==> src/rtl/spn_cu_host.sv <==
// Host-side controller for an SPN cipher unit: accepts one request, drives the
// SPN for a single issue cycle, waits for its status (bounded) and returns a response.
module spn_cu_host #(
    parameter int unsigned TIMEOUT = 4
) (
    input  logic        clk,
    input  logic        rst_n,
    input  logic        req_valid,
    output logic        req_ready,
    input  logic [1:0]  req_op,
    input  logic [31:0] req_key,
    input  logic [15:0] req_data,
    output logic [1:0]  spn_opcode,
    output logic [31:0] spn_key,
    output logic [15:0] spn_data_in,
    input  logic [1:0]  spn_valid,
    input  logic [15:0] spn_data_out,
    output logic        rsp_valid,
    input  logic        rsp_ready,
    output logic [15:0] rsp_data,
    output logic [1:0]  rsp_status,
    output logic [15:0] op_count,
    output logic [15:0] err_count
);

    typedef enum logic [1:0] {IDLE, ISSUE, WAIT, RESP} state_t;

    localparam logic [1:0] OP_NOP = 2'b00;
    localparam logic [1:0] OP_ENC = 2'b01;
    localparam logic [1:0] OP_DEC = 2'b10;
    localparam logic [1:0] OP_UND = 2'b11;

    localparam logic [1:0] SV_NONE = 2'b00;
    localparam logic [1:0] SV_ENC  = 2'b01;
    localparam logic [1:0] SV_DEC  = 2'b10;
    localparam logic [1:0] SV_ERR  = 2'b11;

    localparam logic [1:0] ST_OK       = 2'b00;
    localparam logic [1:0] ST_MISMATCH = 2'b01;
    localparam logic [1:0] ST_UNDEF    = 2'b10;
    localparam logic [1:0] ST_TIMEOUT  = 2'b11;

    localparam logic [7:0] TMO_LAST = 8'(TIMEOUT - 1);

    state_t      state;
    state_t      state_nx;
    logic [7:0]  tmo_cnt;
    logic [1:0]  op_q;
    logic        accept;

    function automatic logic [15:0] sat_inc(input logic [15:0] v);
        return (v == 16'hFFFF) ? v : v + 16'd1;
    endfunction

    function automatic logic [1:0] capture_status(input logic [1:0] op, input logic [1:0] sv);
        if ((op == OP_ENC && sv == SV_ENC) || (op == OP_DEC && sv == SV_DEC))
            return ST_OK;
        else if (op == OP_UND && sv == SV_ERR)
            return ST_UNDEF;
        else
            return ST_MISMATCH;
    endfunction

    assign accept = req_valid && req_ready;

    always_comb begin
        state_nx = state;
        case (state)
            IDLE:  if (accept) state_nx = (req_op == OP_NOP) ? RESP : ISSUE;
            ISSUE: state_nx = WAIT;
            WAIT:  if (spn_valid != SV_NONE || tmo_cnt == TMO_LAST) state_nx = RESP;
            RESP:  if (rsp_ready) state_nx = IDLE;
        endcase
    end

    always_ff @(posedge clk or negedge rst_n) begin
        if (!rst_n) begin
            state       <= IDLE;
            req_ready   <= 1'b0;
            spn_opcode  <= 2'b00;
            spn_key     <= 32'd0;
            spn_data_in <= 16'd0;
            op_q        <= 2'b00;
            tmo_cnt     <= 8'd0;
            rsp_valid   <= 1'b0;
            rsp_data    <= 16'd0;
            rsp_status  <= ST_OK;
            op_count    <= 16'd0;
            err_count   <= 16'd0;
        end else begin
            state     <= state_nx;
            // ready is registered, so it cannot rise in the same cycle as the response handshake
            req_ready <= (state_nx == IDLE);
            case (state)
                IDLE: begin
                    if (accept) begin
                        spn_opcode  <= req_op;
                        spn_key     <= req_key;
                        spn_data_in <= req_data;
                        op_q        <= req_op;
                        if (req_op == OP_NOP) begin
                            rsp_valid  <= 1'b1;
                            rsp_data   <= 16'd0;
                            rsp_status <= ST_OK;
                        end
                    end
                end
                ISSUE: begin
                    spn_opcode <= 2'b00;
                    tmo_cnt    <= 8'd0;
                end
                WAIT: begin
                    if (spn_valid != SV_NONE) begin
                        rsp_valid  <= 1'b1;
                        rsp_data   <= spn_data_out;
                        rsp_status <= capture_status(op_q, spn_valid);
                    end else if (tmo_cnt == TMO_LAST) begin
                        rsp_valid  <= 1'b1;
                        rsp_data   <= 16'd0;
                        rsp_status <= ST_TIMEOUT;
                    end else begin
                        tmo_cnt <= tmo_cnt + 8'd1;
                    end
                end
                RESP: begin
                    if (rsp_ready) begin
                        rsp_valid <= 1'b0;
                        op_count  <= sat_inc(op_count);
                        if (rsp_status != ST_OK)
                            err_count <= sat_inc(err_count);
                    end
                end
            endcase
        end
    end

endmodule

==> config.mk <==
export PLATFORM = sky130hd
export DESIGN_NAME = spn_cu_host
export DESIGN_NICKNAME = d
export VERILOG_FILES = /design/src/rtl/spn_cu_host.sv
export SDC_FILE = /design/constraint.sdc
export NUM_CORES = 1
export LEC_CHECK = 0
export BUFFER_PORTS_ARGS = -buffer_cell sky130_fd_sc_hd__buf_2
export CAP_MARGIN = 15
export CORE_AREA = 3 3 140 88
export DETAILED_ROUTE_END_ITERATION = 7
export DIE_AREA = 0 0 143 91
export PLACE_DENSITY = 0.85
export SETUP_SLACK_MARGIN = 0.05
export SLEW_MARGIN = 15
export SYNTH_ARGS = -nofsm -noshare
export SYNTH_HDL_FRONTEND = slang
export SYNTH_SLANG_ARGS = --single-unit
==> constraint.sdc <==
create_clock -name clk -period 1.7 [get_ports clk]
set_clock_uncertainty 0.15 [all_clocks]
set_input_delay 0.085 -clock clk [delete_from_list [all_inputs] [get_ports clk]]
set_output_delay 0.085 -clock clk [all_outputs]
set_load 0.05 [all_outputs]
==> results of run 1 <==
## flip-flops by register name, summed over array words and instances (netlist names)
name and flops:
rsp_status 2, state 2, spn_opcode 2, rsp_data 16, op_count 16, op_q 2, err_count 16, req_ready 1
spn_data_in 16, rsp_valid 1, tmo_cnt 8, spn_key 32
## routing by layer
metal / GRT usage (%) / vias to the layer above / part of all wire, %
met5: 0 / - / 0
met4: 8.31 / 0 / 2.7
met3: 6.26 / 43 / 5.5
met2: 44.6 / 230 / 50
met1: 33.9 / 2473 / 42
li1: - / 2117 / -
## kinds of logic after synthesis
| kind of cell | count (synthesis) |
|---|---|
| and+or+nand+nor | 111 |
| AOI/OAI and AO/OA | 54 |
| xor gates and xnor gates | 32 |
| buffers and inverters | 18 |
| muxes | 54 |
| DFF | 114 |
| adders and majority gates | 8 |
## cell type report
cell class | instances | share of cell area (%)
Sequential cell | 114 | 32.8
Tap cell | 144 | 2.04
Inverter | 6 | 0.340
Antenna cell | 1 | 0.0283
Multi-Input combinational cell | 260 | 28.7
Clock buffer | 22 | 5.48
Timing Repair Buffer | 338 | 29.1
Clock inverter | 9 | 1.46
## critical path, stage by stage, from the launching register on
cell and delay, ns:
dfrtp_1 0.40, ha_2 0.24, buf_6 0.13, and4_1 0.21, nand3_2 0.14, nor2_4 0.16
buf_4 0.13, nand2_2 0.05, xnor2_1 0.26
## worst max-delay path by stage
stage                                         from                        end  slack [ns]  cells past startpoint
final                           state[0]$_DFF_PN0_   op_count[10]$_DFFE_PN0P_       -0.30                      8
after global routing            state[0]$_DFF_PN0_  err_count[13]$_DFFE_PN0P_       -0.41                      6
after CTS                 err_count[1]$_DFFE_PN0P_   err_count[1]$_DFFE_PN0P_       -0.13                      6
after detailed placement  err_count[1]$_DFFE_PN0P_  err_count[10]$_DFFE_PN0P_       -0.26                      6
after global placement    err_count[1]$_DFFE_PN0P_  err_count[10]$_DFFE_PN0P_       -0.10                      6
after floorplan           err_count[0]$_DFFE_PN0P_  err_count[10]$_DFFE_PN0P_       -0.32                      6
## power groups by stage
stage / Combinational, W / Sequential (W) / Clock, W
floorplan: 0.00203 / 0.00731 / 0
finish: 0.00914 / 0.00441 / 0.00373
global placement: 0.00690 / 0.00425 / 0
detailed placement: 0.00711 / 0.00434 / 0
CTS: 0.00825 / 0.00432 / 0.00372
global route: 0.00946 / 0.00451 / 0.00389
## through the flow
stage	hold WS [ns]	instance area [µm²]	power [W]	setup WS [ns]	instances
after floorplan	-0.361	5100	0.00934	-0.317	391
after global placement	-0.198	6530	0.0112	-0.100	750
after detailed placement	-0.192	6530	0.0114	-0.260	750
after CTS	0.0113	8420	0.0163	-0.131	878
after global routing	0.0870	8830	0.0179	-0.408	894
final	0.0258	8830	0.0173	-0.304	894
## repair_timing
action                     in CTS  in global routing
gates cloned                    5                  4
setup endpoints to repair     107                114
setup buffers                  24                 14
pin swaps                      27                 38
hold buffers                   68                  0
resized for setup              70                 71
hold endpoints to repair      182                  0
## cell usage in the layout (no fill, tap or decap), types with 10 or more instances in the layout
cell type        n
buf_2          172
dfrtp_1         81
dlygate4sd3_1   68
buf_4           55
mux2_2          44
dfrtp_2         33
buf_6           27
nand2_1         22
a22o_1          22
xnor2_1         21
clkbuf_16       20
nand4_1         15
mux2_4          10
==> impl_metrics.py, run 1 <==
metrics = {
    "run_status": {
        "status": "finished, violations left",
        "violations": "setup timing",
    },
    "setup_path": {
        "endpoint_kind": "register",
        "worstSetupPathType": "register to register",
        "reg2regPathDepth": 8,
        "r2r_start": "state[0]$_DFF_PN0_",
        "cp_data_arrival_time_ns": 2.14,
        "r2r-end": "op_count[10]$_DFFE_PN0P_",
        "cp-start-kind": "register",
        "regToRegSetupSlack_ns": -0.30,
        "cp.required_ns": 1.84,
        "crit_path_max_fanout": 4,
    },
    "power_and_ir_drop": {
        "pwr-share-clk_pct": 21.6,
        "p_seq_share_pct": 25.5,
        "intPower_w": 0.00960,
        "sw_frac_of_total_pct": 44.5,
        "p_sw_w": 0.00769,
        "p_leak_nw": 4.27,
        "pwr-share-comb_pct": 52.9,
        "pwr_density_cell_mw_per_mm2": 1960,
        "peakVddDrop_mv": 1.27,
    },
    "synthesis": {
        "syn_nets": 471,
        "synth-edff-count": 0,
        "synth.area.top_cells": "dfrtp_1 (58%), mux2_2 (12%), xnor2_1 (4.6%)",
        "yosysMostFrequentCell": "dfrtp_1",
        "synthArstFlopShare_pct": 100,
        "ys_seq_area_share_pct": 57.5,
        "synth-compound-area-share_pct": 8.55,
        "synthSimpleGateAreaFrac_pct": 12.3,
        "synth_xor_area_share_pct": 5.65,
        "synth_cell_types": 44,
        "synth_top_area_cell": "dfrtp_1",
        "syn_area_mm2": 0.00496,
        "synth_top_area_share_pct": 57.5,
        "ys_ff_latch": 114,
        "syn_inst": 391,
        "syn_area_per_cell_um2": 12.7,
        "yosys_warnings": 0,
        "yosys-top-cells-count": "dfrtp_1 (114), mux2_2 (52), nand2_1 (32), xnor2_1 (26), a22o_1 (22)",
        "synth_top_family_by_area": "simple AND/OR/NAND/NOR gates",
        "synth_mux_area_share_pct": 12.3,
        "synthAdderAreaFrac_pct": 2.02,
        "synthFlopType": "dfrtp_1",
    },
    "drt": {
        "avgViaCountPerCell": 5.44,
        "drtPass1Iterations": 5,
        "num_vias": 4863,
        "antenna_left": 0,
        "drc": 0,
        "drt_iter0_drc": 261,
        "routed_wl_um": 19200,
        "routedWlPerCell_um": 21.5,
    },
    "finish": {
        "drive_above_1_share_pct": 62.3,
        "syn_to_final_growth_pct": 78.0,
        "seqCellArea_mm2": 0.00289,
        "multi_input_area_mm2": 0.00254,
        "fin_nets": 817,
        "final_util_pct": 79.2,
        "fillers": 619,
    },
    "clocking": {
        "cts_buffer_depth": 2,
        "htree_levels": 4,
        "cts_root_buf": "clkbuf_16",
        "numCtsBuffers": 17,
        "clk_latency_ns": 0.41,
        "cts.sinks": 114,
        "tritoncts": "done",
        "clk_pin_slew_worst_paths_ns": 0.06,
    },
    "global_route": {
        "grt_pass1_vias": 5047,
        "grt_max_degree": 66,
        "antenna_found_initial": 1,
        "grt_pass1_wl_um": 27100,
        "grt.total_usage_pct": 26.5,
        "grt_overflow": 0,
    },
    "sta": {
        "setup_ws_ns": -0.304,
        "rsz0062_at_grt": "true",
        "tightest_slew_ns": 0.529,
        "fin_crit_ns": 2.00,
        "slew_headroom_pct": 64.6,
        "final_hold_viol_count": 0,
        "fmax_mhz": 499,
        "setup_viol": 96,
        "fin_crit_sh_pct": 118,
        "fin_setup_tns_ns": -11.23,
        "slew_violations": 0,
    },
    "placed_design": {
        "hpwl_um": 9610,
        "io_buffers": 173,
        "globalplace.congestion": 0.858,
    },
    "worst_hold_path": {
        "hold_class": "input port to register",
        "holdPathStages": 6,
        "hold_start": "spn_valid[0]",
        "min_to": "tmo_cnt[3]$_DFFE_PN0P_",
    },
    "floorplan": {
        "die_h_um": 91,
        "die-area_mm2": 0.0130,
        "ioPinCount": 174,
        "start_util_pct": 44.5,
        "die_width_um": 143,
        "core_area_mm2": 0.0111,
        "rows": 30,
    },
    "run": {
        "max-cap-violations": 0,
    },
}
Note: power is estimated with default switching activity, not from simulation.
==> run 2: changes to the inputs <==
- PLACE_DENSITY: 0.85 -> 0.78
==> run 2 against run 1 <==
Net effect: highest routed layer unchanged; sequential share of layout area increased by 1.2 points; sequential cell count unchanged; die area unchanged; clock power decreased by 8.0%; design area decreased by 3.5%; largest cell class unchanged; utilization decreased by 2.8 points; the flow still finishes with violations (setup timing); sequential power decreased by 0.9%; critical path depth decreased by 1; wire length decreased by 19%; fmax increased by 7.2%; register-to-register slack improved by 0.14 ns; critical endpoint is now spn_key[11]$_DFFE_PN0P_.
==> impl_metrics.py, run 2 (synthesis results as in run 1) <==
metrics = {
    "floorplan": {
        "core_area_mm2": 0.0111,
        "die_h_um": 91,
        "start_util_pct": 44.5,
        "die-area_mm2": 0.0130,
        "ioPinCount": 174,
        "die_width_um": 143,
        "rows": 30,
    },
    "clocking": {
        "htree_levels": 4,
        "clk_latency_ns": 0.41,
        "cts.sinks": 114,
        "cts_buffer_depth": 2,
        "tritoncts": "done",
        "numCtsBuffers": 17,
        "cts_root_buf": "clkbuf_16",
        "clk_pin_slew_worst_paths_ns": 0.06,
    },
    "setup_path": {
        "cp_data_arrival_time_ns": 2.01,
        "worstSetupPathType": "register to register",
        "cp-start-kind": "register",
        "cp.required_ns": 1.84,
        "critPathMaxStageDelay_ns": 0.43,
        "worstPathCellList": "buf_6 > inv_6 > ha_4 > nand3_4 > buf_12 > clkbuf_16 > mux2_2",
        "crit_path_max_fanout": 8,
        "worst-path-buf-inv": 4,
        "critPathTopFamily": "buffers and inverters",
        "endpoint_kind": "register",
        "crit_slowest_cell": "dfrtp_1",
    },
    "drt": {
        "drtPass1Iterations": 4,
        "routed_wl_um": 15500,
        "num_vias": 4479,
        "routedWlPerCell_um": 17.7,
        "drt_iter0_drc": 212,
        "antenna_left": 0,
        "drc": 0,
        "avgViaCountPerCell": 5.10,
    },
    "sta": {
        "slew_headroom_pct": 74.8,
        "fin_crit_ns": 1.87,
        "final_hold_viol_count": 0,
        "setup_ws_ns": -0.169,
        "fmax_mhz": 535,
        "slew_violations": 0,
        "whs_ns": 0.0447,
        "fin_crit_sh_pct": 110,
        "setup_viol": 87,
        "rsz0062_at_grt": "true",
        "tightest_slew_ns": 0.378,
        "fin_setup_tns_ns": -8.08,
    },
    "global_route": {
        "grt_max_degree": 69,
        "grt-busiest-layer": "met2",
        "grt.met3_usage_pct": 6.32,
        "grt_pass1_wl_um": 23900,
        "antenna_found_initial": 1,
        "met2_usage_pct": 38.7,
        "grt.total_usage_pct": 23.4,
        "gr-usage-met1_pct": 28.1,
        "grt_pass1_vias": 4774,
        "grt_overflow": 0,
    },
    "placed_design": {
        "globalplace.congestion": 0.792,
        "hpwl_um": 8850,
        "io_buffers": 173,
        "preCtsSetupSlack_ns": -0.156,
        "place_area_mm2": 0.00648,
    },
    "run_status": {
        "violations": "setup timing",
        "status": "finished, violations left",
    },
    "power_and_ir_drop": {
        "p_leak_nw": 4.09,
        "peakVddDrop_mv": 1.37,
        "finalPower_w": 0.0162,
        "pwr_density_cell_mw_per_mm2": 1910,
    },
    "finish": {
        "regMostFlops": "spn_key",
        "fillers": 654,
        "largest_reg_flops": 32,
        "drive_above_1_share_pct": 60.2,
        "layout_commonest_cell": "buf_2",
        "fin_area_mm2": 0.00852,
        "syn_to_final_growth_pct": 71.7,
        "most-common-layout-cells": "buf_2 (172), dfrtp_1 (81), dlygate4sd3_1 (69), buf_4 (56), mux2_2 (49)",
        "fin_nets": 801,
    },
    "worst_hold_path": {
        "hold_class": "input port to register",
    },
    "run": {
        "max-cap-violations": 0,
    },
}
==> run 2: cell count changes in the layout (fill, tap and decap cells not counted), moves of 5 or more <==
cell,previous run,this run
mux2_2,44,49
o21ai_1,6,1
buf_8,7,0
buf_6,27,16
mux2_4,10,4
==> run 2: timing repair <==
item	4_1_cts	5_1_grt
pin swaps	28	31
setup buffers	13	16
cloned	3	3
endpoints found under the setup margin	101	122
resized for setup	53	48
hold buffers	69	1
endpoints found under the hold margin	186	16
==> run 2: layer usage <==
layer | vias to the layer above | part of all wire [%]
li1 | 2076 | -
met1 | 2206 | 43
met2 | 153 | 49
met3 | 44 | 5.5
met4 | 0 | 3.3
met5 | - | 0
==> run 2: path summary, 6_finish.rpt <==
path / from / end / slack, ns / cells past startpoint
hold reg to reg: op_count[6]$_DFFE_PN0P_ / op_count[6]$_DFFE_PN0P_ / 0.34 / 1
max in group asynchronous: rst_n / spn_key[3]$_DFFE_PN0P_ / 0.27 / 4
setup / recovery: state[1]$_DFF_PN0_ / spn_key[11]$_DFFE_PN0P_ / -0.17 / 7
setup reg to reg: state[1]$_DFF_PN0_ / spn_key[11]$_DFFE_PN0P_ / -0.17 / 7
min in group asynchronous: rst_n / err_count[14]$_DFFE_PN0P_ / 0.47 / 3
hold / removal: spn_valid[0] / tmo_cnt[5]$_DFFE_PN0P_ / 0.04 / 6
==> run 2: cell type report <==
cell class / count / area [µm²] / share of cell area (%)
Clock inverter: 14 / 133 / 1.56
Inverter: 6 / 35.0 / 0.411
Sequential cell: 114 / 2890 / 34.0
Timing Repair Buffer: 322 / 2350 / 27.6
Antenna cell: 1 / 2.50 / 0.0294
Tap cell: 144 / 180 / 2.11
Multi-Input combinational cell: 260 / 2490 / 29.2
Clock buffer: 18 / 439 / 5.15
==> run 2: power breakdown <==
group	switching [W]	total (W)	internal, W
Clock	0.00137	0.00343	0.00206
Sequential	0.000658	0.00437	0.00371
Combinational	0.00535	0.00844	0.00310
Total	0.00738	0.0162	0.00886
==> run 2: per-stage QoR <==
stage	util (%)	cells
floorplan	-	391
global placement	58.1	745
detailed placement	58.1	745
CTS	72.9	861
global route	76.4	879
finish	76.4	879
==> run 2: worst reg2reg max path: cells and delay by family (launching register included) <==
family                   cells  cell delay, ns
flip-flops                   1            0.43
buffers and inverters        4            0.57
multiplexers                 1            0.28
AND/OR/NAND/NOR              1            0.14
adder cells (fa/ha/maj)      1            0.19
